<file path="src/rtl/arm_ctrl_pkg.sv">
// Shared types for the multicycle ARM-subset controller:
// FSM states, opcode/ALU constants and condition evaluation.
package arm_ctrl_pkg;

  typedef enum logic [3:0] {
    S_FETCH  = 4'd0,
    S_DECODE = 4'd1,
    S_MEMADR = 4'd2,
    S_MEMRD  = 4'd3,
    S_MEMWB  = 4'd4,
    S_MEMWR  = 4'd5,
    S_EXECR  = 4'd6,
    S_EXECI  = 4'd7,
    S_ALUWB  = 4'd8,
    S_BRANCH = 4'd9
  } state_t;

  localparam logic [1:0] OP_DP  = 2'b00;
  localparam logic [1:0] OP_MEM = 2'b01;
  localparam logic [1:0] OP_BR  = 2'b10;
  localparam logic [1:0] OP_NOP = 2'b11;

  typedef enum logic [3:0] {
    EQ, NE, CS, CC, MI, PL, VS, VC,
    HI, LS, GE, LT, GT, LE, AL
  } cond_t;

  localparam logic [2:0] ALU_ADD = 3'b000;
  localparam logic [2:0] ALU_SUB = 3'b001;
  localparam logic [2:0] ALU_AND = 3'b010;
  localparam logic [2:0] ALU_ORR = 3'b011;
  localparam logic [2:0] ALU_EOR = 3'b100;

  localparam logic [3:0] CMD_AND = 4'b0000;
  localparam logic [3:0] CMD_EOR = 4'b0001;
  localparam logic [3:0] CMD_SUB = 4'b0010;
  localparam logic [3:0] CMD_ADD = 4'b0100;
  localparam logic [3:0] CMD_CMP = 4'b1010;
  localparam logic [3:0] CMD_ORR = 4'b1100;

  // Cond 1111 is reserved and falls into the default (false).
  function automatic logic cond_eval(
    input logic [3:0] cond,
    input logic [3:0] nzcv
  );
    logic n, z, c, v, r;
    {n, z, c, v} = nzcv;
    case (cond)
      EQ:      r = z;
      NE:      r = ~z;
      CS:      r = c;
      CC:      r = ~c;
      MI:      r = n;
      PL:      r = ~n;
      VS:      r = v;
      VC:      r = ~v;
      HI:      r = c & ~z;
      LS:      r = ~c | z;
      GE:      r = (n == v);
      LT:      r = (n != v);
      GT:      r = ~z & (n == v);
      LE:      r = z | (n != v);
      AL:      r = 1'b1;
      default: r = 1'b0;
    endcase
    return r;
  endfunction

endpackage

</file>
<file path="src/rtl/arm_multicycle_controller_cond_unit.sv">
// Architectural NZCV register, its write enables and the
// condition-pass signal derived from the registered flags.
module cond_unit
  import arm_ctrl_pkg::*;
#(
  parameter bit FULL_COND = 1'b1
) (
  input  logic       clk_i,
  input  logic       rst_i,
  input  logic [3:0] cond_i,
  input  logic [3:0] alu_flags_i,
  input  logic       flag_req_i,
  input  logic       cv_req_i,
  output logic [3:0] flags_o,
  output logic       cond_ex_o
);

  logic [3:0] flags_q, flags_d;

  always_comb begin
    cond_ex_o = 1'b0;
    if (FULL_COND) begin
      cond_ex_o = cond_eval(cond_i, flags_q);
    end else begin
      case (cond_i)
        EQ:      cond_ex_o = flags_q[2];
        NE:      cond_ex_o = ~flags_q[2];
        AL:      cond_ex_o = 1'b1;
        default: cond_ex_o = 1'b0;
      endcase
    end
  end

  // NZ follow every flag-setting op; CV only arithmetic ones.
  always_comb begin
    flags_d = flags_q;
    if (flag_req_i && cond_ex_o) begin
      flags_d[3:2] = alu_flags_i[3:2];
      if (cv_req_i) flags_d[1:0] = alu_flags_i[1:0];
    end
  end

  always_ff @(posedge clk_i or posedge rst_i) begin
    if (rst_i) flags_q <= 4'b0000;
    else       flags_q <= flags_d;
  end

  assign flags_o = flags_q;

endmodule

</file>
<file path="src/rtl/arm_multicycle_controller.sv">
// Multicycle control FSM for the ARM-subset core: sequences
// fetch/decode/execute/memory/writeback and drives datapath enables.
module arm_multicycle_controller
  import arm_ctrl_pkg::*;
#(
  parameter int ALUCTRL_W = 2,
  parameter bit FULL_COND = 1'b1
) (
  input  logic                 clk,
  input  logic                 rst,
  input  logic [31:0]          Instr,
  input  logic [3:0]           ALUFlags,
  input  logic                 MemReady,
  output logic                 PCWrite,
  output logic                 AdrSrc,
  output logic                 MemWrite,
  output logic                 IRWrite,
  output logic [1:0]           ResultSrc,
  output logic                 ALUSrcA,
  output logic [1:0]           ALUSrcB,
  output logic [1:0]           ImmSrc,
  output logic [1:0]           RegSrc,
  output logic                 RegWrite,
  output logic [ALUCTRL_W-1:0] ALUControl,
  output logic [3:0]           Flags,
  output logic [3:0]           State
);

  state_t state_q, state_d;

  logic [1:0] op;
  logic [5:0] funct;
  logic [3:0] cmd;
  logic [3:0] rd;
  logic       unused_bits;

  assign op          = Instr[27:26];
  assign funct       = Instr[25:20];
  assign cmd         = funct[4:1];
  assign rd          = Instr[15:12];
  assign unused_bits = ^{Instr[19:16], Instr[11:0]};

  logic [ALUCTRL_W-1:0] dp_op, alu_op;
  logic dp_valid, dp_arith, no_write;

  always_comb begin
    dp_op    = ALUCTRL_W'(ALU_ADD);
    dp_valid = 1'b1;
    dp_arith = 1'b0;
    no_write = 1'b0;
    case (cmd)
      CMD_ADD: dp_arith = 1'b1;
      CMD_SUB: begin
        dp_op    = ALUCTRL_W'(ALU_SUB);
        dp_arith = 1'b1;
      end
      CMD_CMP: begin
        dp_op    = ALUCTRL_W'(ALU_SUB);
        dp_arith = 1'b1;
        no_write = 1'b1;
      end
      CMD_AND: dp_op = ALUCTRL_W'(ALU_AND);
      CMD_ORR: dp_op = ALUCTRL_W'(ALU_ORR);
      CMD_EOR: begin
        if (ALUCTRL_W >= 3) dp_op = ALUCTRL_W'(ALU_EOR);
        else                dp_valid = 1'b0;
      end
      default: dp_valid = 1'b0;
    endcase
  end

  logic pcw, memw, irw, regw, flag_req, cond_ex;

  // Defaults are the FETCH values so reset leaves them in place.
  always_comb begin
    state_d   = state_q;
    pcw       = 1'b0;
    memw      = 1'b0;
    irw       = 1'b0;
    regw      = 1'b0;
    flag_req  = 1'b0;
    AdrSrc    = 1'b0;
    ALUSrcA   = 1'b1;
    ALUSrcB   = 2'b10;
    ResultSrc = 2'b10;
    alu_op    = ALUCTRL_W'(ALU_ADD);
    case (state_q)
      S_FETCH: begin
        if (MemReady) begin
          irw     = 1'b1;
          pcw     = 1'b1;
          state_d = S_DECODE;
        end
      end
      S_DECODE: begin
        case (op)
          OP_MEM:  state_d = S_MEMADR;
          OP_BR:   state_d = S_BRANCH;
          OP_DP:   state_d = funct[5] ? S_EXECI : S_EXECR;
          default: state_d = S_FETCH;
        endcase
      end
      S_MEMADR: begin
        ALUSrcA = 1'b0;
        ALUSrcB = 2'b01;
        state_d = funct[0] ? S_MEMRD : S_MEMWR;
      end
      S_MEMRD: begin
        AdrSrc  = 1'b1;
        ALUSrcA = 1'b0;
        ALUSrcB = 2'b01;
        if (MemReady) state_d = S_MEMWB;
      end
      S_MEMWB: begin
        ResultSrc = 2'b01;
        regw      = cond_ex;
        state_d   = S_FETCH;
      end
      S_MEMWR: begin
        AdrSrc  = 1'b1;
        ALUSrcA = 1'b0;
        ALUSrcB = 2'b01;
        memw    = cond_ex;
        if (MemReady) state_d = S_FETCH;
      end
      S_EXECR, S_EXECI: begin
        ALUSrcA  = 1'b0;
        ALUSrcB  = (state_q == S_EXECI) ? 2'b01 : 2'b00;
        alu_op   = dp_op;
        flag_req = dp_valid & funct[0];
        state_d  = S_ALUWB;
      end
      S_ALUWB: begin
        ResultSrc = 2'b00;
        regw      = cond_ex & ~no_write;
        pcw       = cond_ex & ~no_write & (rd == 4'hF);
        state_d   = S_FETCH;
      end
      S_BRANCH: begin
        ALUSrcB = 2'b01;
        pcw     = cond_ex;
        state_d = S_FETCH;
      end
      default: state_d = S_FETCH;
    endcase
  end

  always_ff @(posedge clk or posedge rst) begin
    if (rst) state_q <= S_FETCH;
    else     state_q <= state_d;
  end

  cond_unit #(
    .FULL_COND(FULL_COND)
  ) u_cond (
    .clk_i      (clk),
    .rst_i      (rst),
    .cond_i     (Instr[31:28]),
    .alu_flags_i(ALUFlags),
    .flag_req_i (flag_req),
    .cv_req_i   (dp_arith),
    .flags_o    (Flags),
    .cond_ex_o  (cond_ex)
  );

  // Enables are masked during reset even though state is FETCH.
  assign PCWrite    = pcw & ~rst;
  assign MemWrite   = memw & ~rst;
  assign IRWrite    = irw & ~rst;
  assign RegWrite   = regw & ~rst;
  assign ALUControl = alu_op;
  assign ImmSrc     = (op == OP_NOP) ? 2'b00 : op;
  assign RegSrc     = {op == OP_MEM, op == OP_BR};
  assign State      = state_q;

endmodule

</file>
<file path="config.mk">
export PLATFORM = sky130hd
export DESIGN_NAME = arm_multicycle_controller
export DESIGN_NICKNAME = d
export VERILOG_FILES = /design/src/rtl/arm_ctrl_pkg.sv /design/src/rtl/arm_multicycle_controller_cond_unit.sv /design/src/rtl/arm_multicycle_controller.sv
export SDC_FILE = /design/constraint.sdc
export NUM_CORES = 1
export LEC_CHECK = 0
export CORE_ASPECT_RATIO = 1.1
export CORE_MARGIN = 10
export CORE_UTILIZATION = 32
export DETAILED_ROUTE_END_ITERATION = 8
export GPL_TIMING_DRIVEN = 0
export PLACE_DENSITY_LB_ADDON = 0.2
export SYNTH_ARGS = -nofsm -noshare
export SYNTH_HDL_FRONTEND = slang
export SYNTH_HIERARCHICAL = 1
export SYNTH_SLANG_ARGS = --single-unit
</file>
<file path="constraint.sdc">
create_clock -name clk -period 2.1 [get_ports clk]
set_clock_uncertainty 0.2 [all_clocks]
set_input_delay 0.42 -clock clk [delete_from_list [all_inputs] [get_ports clk]]
set_output_delay 0.42 -clock clk [all_outputs]
set_load 0.02 [all_outputs]
</file>
==> flow_metrics.tcl <==
set metrics [dict create \
    synth_edf_count 0 \
    rr_endpoint "u_cond/flags_o[0]" \
    hold_violations 0 \
    ff2ff_path_depth 8 \
    final_util 0.649 \
    ios 63 \
    htreeDepth 1 \
    globalRouteOverflowTotal 0 \
    drive_gt1_frac 0.471 \
    timing.hold.ws_ns 0.256 \
    wl_per_cell_microns 16.4 \
    pwr-share-seq 0.168 \
    slew_headroom 0.754 \
    coreArea_sq_mm 0.00280 \
    antenna_found_initial 0 \
    syn_area_sq_um 947 \
    port_buffers 46 \
    switching_share 0.468 \
    p_leak_nw 0.810 \
    cp-end-kind "output pin" \
    ys_warn_count 6 \
    grt_usage 0.122 \
    drt_iter0_drc 45 \
    dp.cells 195 \
    pre_cts_ws_ns -1.40 \
    vias 1166 \
    comb_power_share 0.754 \
    p_clk_frac 0.079 \
    rows 20 \
    dpl_cell_area_sq_mm 0.00152 \
    synth_cells 116 \
    grt_pass1_vias 1131 \
    outcome "finished with violations" \
    wl_microns 3600 \
    cts_buffer_depth 2 \
    clkTransAtPathRegs_ns 0.06 \
    cp.required_ns 1.48 \
    ys_async_sr_fraction 1.00 \
    fin_area_sq_mm 0.00182 \
    ir_drop_v 0.000608 \
    rsz0062_at_grt "yes" \
    synth_top_area_frac 0.211 \
    cts_tree "yes" \
    critPathKind "register to output pin" \
    fin_crit_sh 1.28 \
    drc 0 \
    slew_violations 0 \
    fillCellCount 246 \
    place.gp.congestion 0.833 \
    start_util 0.338 \
    worst_slew_pin_slew_ns 0.370 \
    antenna_left 0 \
    dieArea_sq_mm 0.00554 \
    synth_area_leaders "dfrtp_1 21%, nor2b_1 5.3%, mux2_1 4.8%" \
    clk-insertion-delay-late_ns 0.26 \
    syn_nets 155 \
    dr.pass1.iters 4 \
    ys_seq_area_frac 0.211 \
    cp-startpoint "u_cond/flags_o[3]" \
    yosys.area.top_type "dfrtp_1" \
    final-setup-viol-count 8 \
    dieHeight_microns 77.1 \
    hpwl_microns 2570 \
    critPathLaunchType "register" \
    fin_nets 227 \
    ys_seq_elements 8 \
    grt_pass1_wl_microns 5690 \
    die_w_microns 71.9 \
    arrival_ns 2.06 \
    failed_checks "negative setup slack" \
    ff2ff_setup_slack_ns -0.26 \
    via_per_inst 5.30 \
    root_buffer "clkbuf_4" \
    period_minus_slack_ns 2.68 \
    p_sw_uw 756 \
    cp-endpoint "RegWrite" \
    path_max_fanout 3 \
    p_int_uw 858 \
    avgSynthCellArea_sq_um 8.17 \
    max_freq_mhz 373 \
    cts_hold_buf 0 \
    antenna_cells 0 \
    total_power_mw 1.61 \
    numCtsBuffers 3 \
    instances_no_fill 220 \
    syn_to_final_growth_pct 92.1 \
    reg2reg_from "u_cond/flags_o[0]" \
    cellPowerDensity_mw_per_mm2 887 \
    fin_ws_ns -0.584 \
    ys_types 47 \
    grt_max_degree 11 \
    cts.sinks 8 \
    synthFlopType "dfrtp_1" \
    hp-class "input port to asynchronous set/reset pin" \
    fin_tns_setup_ns -2.76 \
    drv_cap 0 \
]
==> critical path, stage by stage (launching register included) <==
cell and delay (ns):
dfrtp_2 0.43, xor2_2 0.19, o221ai_2 0.10, o311a_1 0.36, or3_4 0.42, nand2_4 0.09, nor4_4 0.05, buf_4 0.16
==> layout make-up <==
| class | instances | area (sq um) | area share |
|---|---|---|---|
| Multi-Input combinational cell | 94 | 861 | 0.473 |
| Timing Repair Buffer | 68 | 602 | 0.331 |
| Sequential cell | 8 | 205 | 0.113 |
| Buffer | 7 | 61.3 | 0.0337 |
| Tap cell | 33 | 41.3 | 0.0227 |
| Clock buffer | 4 | 26.3 | 0.0144 |
| Inverter | 6 | 22.5 | 0.0124 |
==> cells by family after synthesis <==
kind of cell,share of synthesized area
compound gates,0.223
xor+xnor,0.0462
buf+inv,0.0753
flops,0.211
mux,0.0898
simple gates,0.354
==> what timing repair did <==
item / CTS / global route
setup buffers: 14 / 8
endpoints found under the setup margin: 20 / 16
endpoints found under the hold margin: 0 / 0
pin swaps: 8 / 10
gates resized for setup: 94 / 36
cloned: 1 / 0
==> power by group through the flow <==
stage	logic [mW]	clock network [mW]	registers, mW
2_1_floorplan	0.575	0	0.309
6_report	1.22	0.127	0.271
5_1_grt	1.31	0.141	0.280
4_1_cts	1.10	0.130	0.270
3_3_place_gp	1.01	0	0.267
3_5_place_dp	1.03	0	0.269
==> placed cells by master, fill, tap and decap left out, types with 2 or more instances in the layout <==
cell	Yosys	final
nand2b_1	5	5
clkdlybuf4s50_1	0	19
or3b_1	2	2
nor3_2	0	2
buf_6	0	9
nand2_1	5	4
nand4bb_1	2	2
xor2_1	4	2
a21oi_1	7	5
nand3_2	0	2
inv_1	6	5
or3_4	1	2
xor2_2	0	2
dlygate4sd2_1	0	7
clkbuf_4	0	3
mux2_4	2	4
nor2b_1	8	4
nor2b_2	0	3
clkdlybuf4s15_2	0	4
buf_2	3	3
nor3_1	5	3
nor3b_1	5	4
mux2_1	4	2
nor2_1	7	5
nand3b_1	2	2
clkbuf_2	0	3
dfrtp_2	0	4
o21ai_0	3	3
dlymetal6s2s_1	0	2
dfrtp_1	8	4
a21o_1	2	2
buf_4	4	28
==> worst min-delay path by stage <==
stage / startpoint / end / depth (start not counted) / slack, ns
5_1_grt: rst / u_cond/flags_o[3] / 2 / 0.27
3_5_place_dp: u_cond/flags_o[1] / u_cond/flags_o[1] / 1 / 0.38
6_report: rst / u_cond/flags_o[3] / 2 / 0.26
3_3_place_gp: u_cond/flags_o[1] / u_cond/flags_o[1] / 1 / 0.37
4_1_cts: rst / u_cond/flags_o[3] / 2 / 0.26
2_1_floorplan: rst / u_cond/flags_o[1] / 1 / -0.01
==> synth_stat cells, types with 2 or more instances <==
| library cell | n |
|---|---|
| nor2_1 | 7 |
| o21ai_0 | 3 |
| nor3b_1 | 5 |
| or3b_1 | 2 |
| xor2_1 | 4 |
| nand2b_1 | 5 |
| nand4bb_1 | 2 |
| nand3b_1 | 2 |
| nand2_1 | 5 |
| nor2b_1 | 8 |
| buf_4 | 4 |
| inv_1 | 6 |
| mux2_1 | 4 |
| dfrtp_1 | 8 |
| nor3_1 | 5 |
| nand3_1 | 3 |
| buf_2 | 3 |
| a21oi_1 | 7 |
| o31ai_1 | 3 |
| mux2_4 | 2 |
| a21o_1 | 2 |
==> sequential cells by signal, summed over array words and instances, names as in the netlist <==
signal,cells
State,4
u_cond/flags_o,4
==> layer usage <==
metal	routed length [microns]	vias up	track usage
li1	-	569	-
met1	1470	564	0.136
met2	1930	31	0.219
met3	167	2	0.0219
met4	21	0	0.0465
met5	0	-	0
(Power assumes the default switching activity.)
